==> src/rtl/game_time_counter.sv <==
// Loadable MM:SS BCD countdown timer for the game-timer FSM.
// Arithmetic runs on binary minutes/seconds; registered digits are kept as BCD.
module game_time_counter #(
   parameter int unsigned TICK_CYCLES = 31_500_000,
   parameter logic [15:0] LOAD_VALUE  = 16'h0130,
   parameter int unsigned BONUS_SEC   = 5,
   parameter int unsigned LOW_SEC     = 10
) (
   input  logic       clk,
   input  logic       reset,
   input  logic       countLoadN,
   input  logic       countEnable,
   input  logic       bonusPulse,
   output logic       timerEnd,
   output logic       tickOut,
   output logic       lowTime,
   output logic [3:0] minTens,
   output logic [3:0] minOnes,
   output logic [3:0] secTens,
   output logic [3:0] secOnes
);

   localparam int unsigned PW        = (TICK_CYCLES > 1) ? $clog2(TICK_CYCLES) : 1;
   localparam logic [PW-1:0] PRESC_MAX = PW'(TICK_CYCLES - 1);
   localparam logic [6:0] BONUS7     = 7'(BONUS_SEC);
   localparam logic [6:0] LOW7       = 7'(LOW_SEC);
   localparam logic [6:0] LOAD_MIN   = 7'(LOAD_VALUE[15:12]) * 7'd10 + 7'(LOAD_VALUE[11:8]);
   localparam logic [6:0] LOAD_SEC   = 7'(LOAD_VALUE[7:4]) * 7'd10 + 7'(LOAD_VALUE[3:0]);
   localparam logic       LOAD_ZERO  = (LOAD_VALUE == 16'h0000);
   localparam logic       LOAD_LOW   = (LOAD_MIN == 7'd0) && (LOAD_SEC != 7'd0) && (LOAD_SEC <= LOW7);

   if (LOAD_VALUE[7:4] > 4'd5 || TICK_CYCLES < 2 || BONUS_SEC > 59 || LOW_SEC < 1 || LOW_SEC > 59)
   begin : g_bad_params
      $error("game_time_counter: illegal parameter value");
   end

   typedef enum logic [1:0] {S_IDLE, S_ACTIVE, S_EXPIRED} state_t;

   state_t        state_q, state_d;
   logic [15:0]   digits_q, digits_d;
   logic [PW-1:0] presc_q, presc_d;
   logic          timer_end_q, timer_end_d;
   logic          tick_q, tick_d;
   logic          low_q, low_d;

   logic          tick_now, bonus_now;
   logic [6:0]    min_cur, sec_cur, min_new, sec_new;

   function automatic logic [7:0] to_bcd(input logic [6:0] v);
      return {4'(v / 7'd10), 4'(v % 7'd10)};
   endfunction

   assign tick_now  = (state_q == S_ACTIVE) && countEnable && (presc_q == PRESC_MAX);
   assign bonus_now = (state_q == S_ACTIVE) && bonusPulse;
   assign min_cur   = 7'(digits_q[15:12]) * 7'd10 + 7'(digits_q[11:8]);
   assign sec_cur   = 7'(digits_q[7:4]) * 7'd10 + 7'(digits_q[3:0]);

   // Decrement first, then add the bonus, so a coincident pair yields time-1+BONUS.
   always_comb begin
      min_new = min_cur;
      sec_new = sec_cur;
      if (tick_now) begin
         if (sec_new == 7'd0) begin
            sec_new = 7'd59;
            min_new = min_new - 7'd1;
         end else begin
            sec_new = sec_new - 7'd1;
         end
      end
      if (bonus_now) begin
         sec_new = sec_new + BONUS7;
         if (sec_new >= 7'd60) begin
            sec_new = sec_new - 7'd60;
            min_new = min_new + 7'd1;
         end
         if (min_new > 7'd99) begin
            min_new = 7'd99;
            sec_new = 7'd59;
         end
      end
   end

   always_comb begin
      state_d     = state_q;
      digits_d    = digits_q;
      presc_d     = presc_q;
      timer_end_d = timer_end_q;
      tick_d      = 1'b0;
      low_d       = low_q;
      if (!countLoadN) begin
         digits_d    = LOAD_VALUE;
         presc_d     = '0;
         timer_end_d = LOAD_ZERO;
         low_d       = LOAD_LOW;
         state_d     = LOAD_ZERO ? S_EXPIRED : S_ACTIVE;
      end else begin
         case (state_q)
            S_ACTIVE: begin
               if (countEnable) begin
                  presc_d = tick_now ? '0 : presc_q + PW'(1);
               end
               tick_d   = tick_now;
               digits_d = {to_bcd(min_new), to_bcd(sec_new)};
               if (min_new == 7'd0 && sec_new == 7'd0) begin
                  state_d     = S_EXPIRED;
                  timer_end_d = 1'b1;
                  low_d       = 1'b0;
               end else begin
                  low_d = (min_new == 7'd0) && (sec_new <= LOW7);
               end
            end
            S_EXPIRED: begin
               digits_d    = '0;
               timer_end_d = 1'b1;
               low_d       = 1'b0;
            end
            default: ;
         endcase
      end
   end

   always_ff @(posedge clk or posedge reset) begin
      if (reset) begin
         state_q     <= S_IDLE;
         digits_q    <= '0;
         presc_q     <= '0;
         timer_end_q <= 1'b0;
         tick_q      <= 1'b0;
         low_q       <= 1'b0;
      end else begin
         state_q     <= state_d;
         digits_q    <= digits_d;
         presc_q     <= presc_d;
         timer_end_q <= timer_end_d;
         tick_q      <= tick_d;
         low_q       <= low_d;
      end
   end

   assign timerEnd = timer_end_q;
   assign tickOut  = tick_q;
   assign lowTime  = low_q;
   assign minTens  = digits_q[15:12];
   assign minOnes  = digits_q[11:8];
   assign secTens  = digits_q[7:4];
   assign secOnes  = digits_q[3:0];

endmodule
==> config.mk <==
export PLATFORM = sky130hd
export DESIGN_NAME = game_time_counter
export DESIGN_NICKNAME = d
export VERILOG_FILES = /design/src/rtl/game_time_counter.sv
export SDC_FILE = /design/constraint.sdc
export NUM_CORES = 1
export LEC_CHECK = 0
export CAP_MARGIN = 40
export CORE_MARGIN = 2
export CORE_UTILIZATION = 41
export DETAILED_ROUTE_END_ITERATION = 8
export HOLD_SLACK_MARGIN = 0.12
export SLEW_MARGIN = 20
export SYNTH_ARGS = -nofsm -noshare
export SYNTH_HDL_FRONTEND = slang
export SYNTH_SLANG_ARGS = --single-unit
==> constraint.sdc <==
create_clock -name clk -period 8 [get_ports clk]
set_clock_uncertainty 0.15 [all_clocks]
set_input_delay 1.6 -clock clk [delete_from_list [all_inputs] [get_ports clk]]
set_output_delay 1.6 -clock clk [all_outputs]
set_load 0.05 [all_outputs]
; ---- Word-level counts from Yosys, hierarchy flattened
; Cells that the tools add are included.
[op_classes]
mux = 28
eq_ne = 8
n_addsub = 8
n_mul = 2
n_reduce_logical = 11
div_mod_pow = 4
magnitude_cmp = 3
[op_table]
columns = cell, count
row1 = $mux W25, 4
row2 = $mux W7, 11
row3 = $pmux W16 S2, 1
row4 = $add A25 B1 Y25 const B, 1
row5 = $eq A25 B25 Y1 const B, 1
row6 = $logic_not A7 Y1, 3
row7 = $mux W16, 1
row8 = $add A7 B4 Y7, 2
row9 = $div A7 B4 Y7 const B, 2
row10 = $mod A7 B4 Y7 const B, 2
row11 = $sub A7 B1 Y7 const B, 2
row12 = $mul A4 B3 Y6 const B, 2
row13 = $add A7 B1 Y7 const B, 1
row14 = $add A7 B3 Y7 const B, 1
row15 = $ge A7 B6 Y1 const B, 1
row16 = $gt A7 B7 Y1 const B, 1
row17 = $le A7 B4 Y1 const B, 1
row18 = $sub A7 B6 Y7 const B, 1
row19 = $mux W1, 6
row20 = $mux W2, 3
row21 = $ne A2 B1 Y1 const B, 3
row22 = $reduce_and A2 Y1, 3
row23 = $logic_and A1 B1 Y1, 5
row24 = $pmux W1 S2, 2
row25 = 4 further kinds, 4
[word_totals]
out_inout_bits = 19
regBits = 46
elab_cells = 70
in_bits = 5

; ---- Depth between registers and ports, before layout
; Gate-level depths: netlist of run 1.
[depth]
depth_word = 17
mapped_depth = 42
mapped_depth_nobuf = 38

; ---- Worst setup path after synthesis of run 1
; No wires, ideal clock.
[synth_timing]
path_kind = register -> register
start = register digits_q[7]
end = register digits_q[2]
path_stages_with_launch = 43
setup_slack_ns = -0.969
period_less_slack_ns = 8.969
arrival_ns = 8.698
t_required_ns = 7.729
path_cell_list = dfrtp_1 > ha_1 > ha_1 > inv_1 > fa_1 > xor3_1 > a211oi_2 > o221ai_2 > nand3_1 > o21ai_0 > inv_1 > ha_1 > inv_1 > o211ai_1 > nand2_1 > ha_1 > clkbuf_1 > and4_1 > (+7 left out) > a31oi_1 > ha_1 > buf_1 > or3_1 > o32ai_1 > a22oi_1 > o211ai_2 > nand2_2 > ha_1 > a21boi_0 > nand4b_1 > and2_1 > xnor2_1 > ha_1 > a211oi_2 > and4bb_1 > mux2i_1 > a22o_1
[synth_between]
elab_chain_len = 15
[synth_rtl]
columns = item, line
row1 = start: declaration, 40  ; logic [15:0] digits_q, digits_d;
row2 = start signal: assignment, 132  ; digits_q <= digits_d;
row3 = $mul A4 B3 Y6 (*), 56  ; assign sec_cur = 7'(digits_q[7:4]) * 7'd10 + 7'(digits_q[3:0]);
row4 = $add A7 B4 Y7 (*), 56
row5 = $sub A7 B1 Y7 / $logic_not A7 Y1 (equally long branches), "67, 63"
row6 = $mux W7, 63  ; if (sec_new == 7'd0) begin
row7 = $mux W7, 62  ; if (tick_now) begin
row8 = $add A7 B3 Y7, 71  ; sec_new = sec_new + BONUS7;
row9 = $ge A7 B6 Y1, 72  ; if (sec_new >= 7'd60) begin
row10 = $mux W7, 72
row11 = $mux W7, 70  ; if (bonus_now) begin
row12 = $gt A7 B7 Y1, 76  ; if (min_new > 7'd99) begin
row13 = $mux W7, 76
row14 = $mux W7 (*), 70
row15 = $mod A7 B4 Y7 (*), 50  ; return {4'(v / 7'd10), 4'(v % 7'd10)};
row16 = $pmux W16 S2 (*), 97  ; case (state_q)
row17 = $mux W16 (*), 90  ; if (!countLoadN) begin
; Every way passes the cells marked *; elsewhere a longest branch is shown, timed or not. The select of a mux whose other input is x is not followed.
; A chain may end at the register's enable or synchronous reset.

; ---- Final worst setup path of run 1
[layout_timing]
start = register digits_q[5]
end = register digits_q[2]
; The elaborated chain is that of the path after synthesis.

==> impl_metrics.csv, run 1 <==
group,metric,value,unit
synth,yosysTopAreaCell,"dfrtp_1",
clock_network,cts_tree,"built",
floorplanning,die_h,118,microns
synth,synth_seq_area_share,21.6,%
timing,finalSetupViolCount,0,
timing,whs,384,ps
clock_network,clock_latency,300,ps
setup_path,crit_top_cell,"ha_4",
synth,synth_warnings,0,
global_routing,grt_use_total,23.5,%
final_layout,layout_commonest_cell,"buf_4",
placed_design,routabilityCongestion,0.874,
setup_path,path_buf_inv,4,
run_status,status,"finished clean",
hold_path,min_path_type,"reg2reg",
job,cap_violations,0,
setup_path,critPathCaptureType,"register",
setup_path,max_stage_delay,540,ps
routing,drtAntennaViolNets,0,
synth,ys_ff_latch,46,
placed_design,place_area,0.00644,sq mm
setup_path,worstPathRequired,8040,ps
setup_path,path_max_fanout,5,
synth,synth_edf_count,0,
floorplanning,io_pins,24,
floorplanning,core-area,0.0126,sq mm
routing,drt_iter0_drc,362,
synth,syn_nets,710,
setup_path,slowest_stage,"fa_2",
final_layout,layout_common_cells,"98 x buf_4, 75 x nand2_1, 43 x nor2_1",
clock_network,htree_levels,2,
final_layout,layout-drive-gt1-share,23.8,%
synth,synth.avg_cell_area,7.87,sq um
setup_path,cp_top_family,"compound AO/OA/AOI/OAI gates",
synth,synthCells,676,
global_routing,gr-total-overflow,0,
final_layout,insertedDiodeCount,0,
timing,slew_viol_final,0,
timing,max_freq,128,MHz
floorplanning,rows,41,
clock_network,cts_buffer_depth,2,
synth,syn_area,0.00532,sq mm
global_routing,grt_max_degree,30,
setup_path,critical_path_class,"reg2reg",
global_routing,antenna_found_initial,0,
setup_path,crit_arrival,7860,ps
timing,hold_viol_final,0,
timing,min_period_over_period,97.7,%
floorplanning,initial_utilization,42.1,%
final_layout,area_delta_synth_final,28.4,%
timing,tightest_slew,661,ps
synth,synth_top_area_share,21.6,%
synth,synthArstFlopShare,100,%
routing,via_count,5716,
global_routing,grt_pass1_vias,5537,
routing,via_per_inst,5.99,
synth,ys_top_cells_by_area,"dfrtp_1 22%, ha_1 5.9%, nand2_1 5.3%, a21oi_1 4.0%, o21ai_0 4.0%",
timing,fin_setup_tns,0,ps
setup_path,startpoint_type,"register",
synth,synth_cell_types,84,
placed_design,dp_hpwl,12700,microns
final_layout,fin_area,0.00683,sq mm
global_routing,grt_pass1_wl,27200,microns
clock_network,cts.sinks,46,
routing,wl_per_cell,17.2,microns
clock_network,numCtsBuffers,5,
routing,drc,0,
synth,synth_top_flop_cell,"dfrtp_1",
routing,firstDrtPassIters,5,
clock_network,root_buffer,"clkbuf_16",
floorplanning,die_w,118,microns
timing,rsz0062_at_grt,"yes",
timing,relSlewSlack,55.9,%
timing,fin_crit,7820,ps
clock_network,clk_pin_slew,70,ps
routing,finalWirelength,16400,microns
final_layout,finalNetCount,816,
floorplanning,dieArea,0.0139,sq mm
placed_design,port_buffers,23,
worst reg2reg max path: cells and delay by family, from the launching register on:
family / cells / cell delay [ps]
simple gates: 7 / 1380
buf+inv: 4 / 240
mux: 1 / 130
xor+xnor: 2 / 460
compound gates: 16 / 3050
fa+ha+maj: 8 / 1830
flops: 1 / 450
sequential cells by signal, summed over array words and instances, names as in the netlist:
signal	count
presc_q	25
digits_q	16
state_q	2
lowTime	1
tickOut	1
timerEnd	1
cell usage after synthesis, drive strengths merged (5+ instances only):
| library cell | n |
|---|---|
| inv | 26 |
| and2 | 9 |
| and3 | 16 |
| o211ai | 15 |
| or2 | 6 |
| o211a | 7 |
| mux2i | 5 |
| buf | 10 |
| a21oi | 43 |
| or3 | 9 |
| xnor2 | 24 |
| a211o | 6 |
| a31oi | 6 |
| nand2b | 8 |
| a2bb2oi | 6 |
| ha | 25 |
| nand4 | 15 |
| o31ai | 11 |
| xor2 | 23 |
| o21ai | 48 |
| a22o | 7 |
| nor3 | 20 |
| o22ai | 5 |
| nor2b | 6 |
| dfrtp | 46 |
| clkbuf | 14 |
| nand2 | 78 |
| a21boi | 5 |
| nand3 | 34 |
| nor2 | 46 |
| a21o | 10 |
| a211oi | 13 |
per-stage QoR:
step                      utilization (%)  worst slack (ps)  std cells
after floorplan                         -              -115        676
after global placement               50.9              -196        932
after detailed placement             51.0              -368        933
after CTS                            52.7              9.11        941
after global routing                 54.1              -163        955
final                                54.1               183        955
what timing repair did:
action / 4_1_cts / 5_1_grt
endpoints found under the setup margin: 2 / 7
hold buffers: 0 / 0
pin swaps: 2 / 26
gates resized for setup: 7 / 20
setup buffers: 0 / 14
kinds of logic (layout without fill, tap and decap cells):
family,Yosys count,count (layout),synth area share (%)
DFF,46,46,21.6
and+or+nand+nor,268,268,26.7
AOI/OAI and AO/OA,227,227,30.6
xor gates and xnor gates,48,48,8.19
buffers and inverters,50,157,3.88
muxes,8,8,1.58
adders and majority gates,29,29,7.39
worst paths after layout:
path | startpoint | to | slack [ps] | cells past startpoint
setup / recovery | digits_q[5] | digits_q[2] | 180 | 38
hold / removal | lowTime | lowTime | 380 | 2
setup reg to reg | digits_q[5] | digits_q[2] | 180 | 38
hold reg to reg | lowTime | lowTime | 380 | 2
max in group asynchronous | reset | digits_q[4] | 5740 | 3
min in group asynchronous | reset | presc_q[19] | 1450 | 2
final cells by class:
type | instances | area [sq um]
Clock buffer | 6 | 129
Fill cell | 1219 | 5790
Clock inverter | 2 | 37.5
Timing Repair Buffer | 123 | 1000
Inverter | 26 | 97.6
Sequential cell | 46 | 1160
Tap cell | 172 | 215
Multi-Input combinational cell | 580 | 4200
routing by layer:
metal	up-vias	track usage, %	share of wire (%)
li1	2771	-	-
met1	2769	31.4	46
met2	148	39.4	47
met3	28	4.31	5.2
met4	0	5.50	2.0
met5	-	0	0
Power of run 1 is not shown: default switching activity piles up to over one toggle a cycle in this logic, so the estimate is an artifact.
==> run 2, diff against run 1 <==
--- a/config.mk
+++ b/config.mk
@@ -12,2 +12,3 @@
 export HOLD_SLACK_MARGIN = 0.12
+export REMOVE_ABC_BUFFERS = 1
 export SLEW_MARGIN = 20
==> constraint.sdc (replaced) <==
create_clock -name clk -period 8 [get_ports clk]
set_clock_uncertainty 0.15 [all_clocks]
set_input_delay 0.8 -clock clk [delete_from_list [all_inputs] [get_ports clk]]
set_output_delay 0.8 -clock clk [all_outputs]
set_load 0.05 [all_outputs]
==> impl_metrics.csv, run 2 (synthesized netlist as in run 1, its figures left out) <==
group,metric,value,unit
final_layout,layout_common_cells,"74 x nand2_1, 72 x buf_4, 46 x dfrtp_1",
floorplanning,die_h,118,microns
timing,relSlewSlack,49.9,%
routing,wl_per_cell,17.2,microns
floorplanning,rows,41,
clock_network,clk_pin_slew,60,ps
global_routing,grt_pass1_vias,5129,
final_layout,largest_register_ffs,25,
final_layout,finalNetCount,791,
floorplanning,dieArea,0.0139,sq mm
final_layout,layout-drive-gt1-share,20.8,%
hold_path,hold_end,"presc_q[22]",
final_layout,insertedDiodeCount,0,
setup_path,max_stage_delay,540,ps
global_routing,gr-total-overflow,0,
setup_path,critical_path_class,"reg2reg",
clock_network,hold_buffers,0,
setup_path,worstPathRequired,8030,ps
setup_path,r2r-end,"digits_q[2]",
timing,max_freq,129,MHz
placed_design,port_buffers,23,
setup_path,path_max_fanout,8,
floorplanning,core-area,0.0126,sq mm
final_layout,fin_cells,930,
clock_network,root_buffer,"clkbuf_16",
clock_network,clock_latency,290,ps
placed_design,routabilityCongestion,0.903,
routing,drc,0,
global_routing,grt_use_total,21.8,%
global_routing,antenna_found_initial,0,
clock_network,htree_levels,2,
setup_path,crit_arrival,7770,ps
placed_design,dp_hpwl,12300,microns
routing,via_per_inst,6.10,
setup_path,critPathCaptureType,"register",
routing,drt_iter0_drc,398,
global_routing,grt_pass1_wl,25500,microns
timing,slew_viol_final,0,
timing,tightest_slew,749,ps
setup_path,r2r-start,"digits_q[7]",
timing,min_period_over_period,96.8,%
setup_path,rrSetupSlack,250,ps
placed_design,dp_cells,902,
clock_network,numCtsBuffers,5,
final_layout,top_regs,"presc_q: 25 flops, digits_q: 16 flops, state_q: 2 flops",
final_layout,layout_commonest_cell,"nand2_1",
routing,drtAntennaViolNets,0,
hold_path,worstHoldPathCells,1,
setup_path,reg2reg_depth,39,
setup_path,slowest_stage,"fa_2",
timing,hold_viol_final,0,
timing,fin_crit,7750,ps
run_status,status,"finished clean",
clock_network,cts_tree,"built",
final_layout,top_register,"presc_q",
floorplanning,die_w,118,microns
clock_network,cts.sinks,46,
global_routing,grt_max_degree,29,
routing,via_count,5670,
hold_path,hold_path.startpoint,"presc_q[22]",
floorplanning,io_pins,24,
floorplanning,initial_utilization,42.1,%
setup_path,startpoint_type,"register",
hold_path,min_path_type,"reg2reg",
final_layout,area_delta_synth_final,24.8,%
clock_network,cts_buffer_depth,2,
routing,firstDrtPassIters,7,
job,cap_violations,0,
routing,finalWirelength,16000,microns
timing,finalSetupViolCount,0,
## run 2: cell types whose count changed in the layout (fill, tap and decap cells not counted), sizes merged
cell           change
buf               -25
clkinv             +2
bufinv             -1
clkdlybuf4s50      +1
clkinvlp           -1
dlymetal6s2s       -1
## run 2: worst max path at each step
stage / to / start / slack (ps) / cells past startpoint
after detailed placement: digits_q[2] / digits_q[5] / -240 / 38
after CTS: digits_q[2] / digits_q[5] / 30 / 39
final: digits_q[2] / digits_q[7] / 250 / 39
after global placement: digits_q[2] / digits_q[5] / 60 / 38
after global routing: digits_q[2] / digits_q[7] / -30 / 39
after floorplan: digits_q[2] / digits_q[7] / -920 / 38
## run 2: cell type report
type	count	area [sq um]
fillers	1217	5980
flip-flops and latches	46	1150
inverters	26	97.6
clock buffers	6	129
multi-input cells	580	4220
well taps	172	215
clock inverters	2	13.8
repair buffers	98	813
## run 2: worst max-delay path: cells and delay by family, from the launching register on
| family | cells | cell delay [ps] |
|---|---|---|
| buffers and inverters | 5 | 440 |
| adder cells (fa/ha/maj) | 8 | 1890 |
| AO/OA/AOI/OAI | 16 | 2920 |
| multiplexers | 1 | 130 |
| XOR/XNOR | 2 | 460 |
| AND/OR/NAND/NOR | 7 | 1220 |
| flip-flops | 1 | 380 |
## run 2: what timing repair did
action                                 4_1_cts  5_1_grt
setup endpoints to repair                    3        6
pin swaps                                    7       31
endpoints found under the hold margin        0        0
buffers inserted                             3       17
gates resized for setup                      6       47
## run 2: stage by stage
stage               TNS [ps]  instance area (sq um)  hold WS (ps)  util, %  setup WS, ps
finish                     0                   6640           388     52.6           254
detailed placement      -450                   6080           333     48.2          -240
floorplan              -3100                   5210           333        -          -921
global placement           0                   6060           354     48.0          55.4
global route           -31.6                   6640           425     52.6         -31.6
CTS                        0                   6270           390     49.7          29.8
## run 2: layer usage
layer | GRT usage, % | part of all wire (%) | up-vias
met5 | 0 | 0 | -
met4 | 4.52 | 1.4 | 0
met3 | 3.34 | 4.5 | 29
met2 | 36.3 | 48 | 167
met1 | 30.0 | 46 | 2749
li1 | - | - | 2725
Power of run 2 is left out for the same reason.
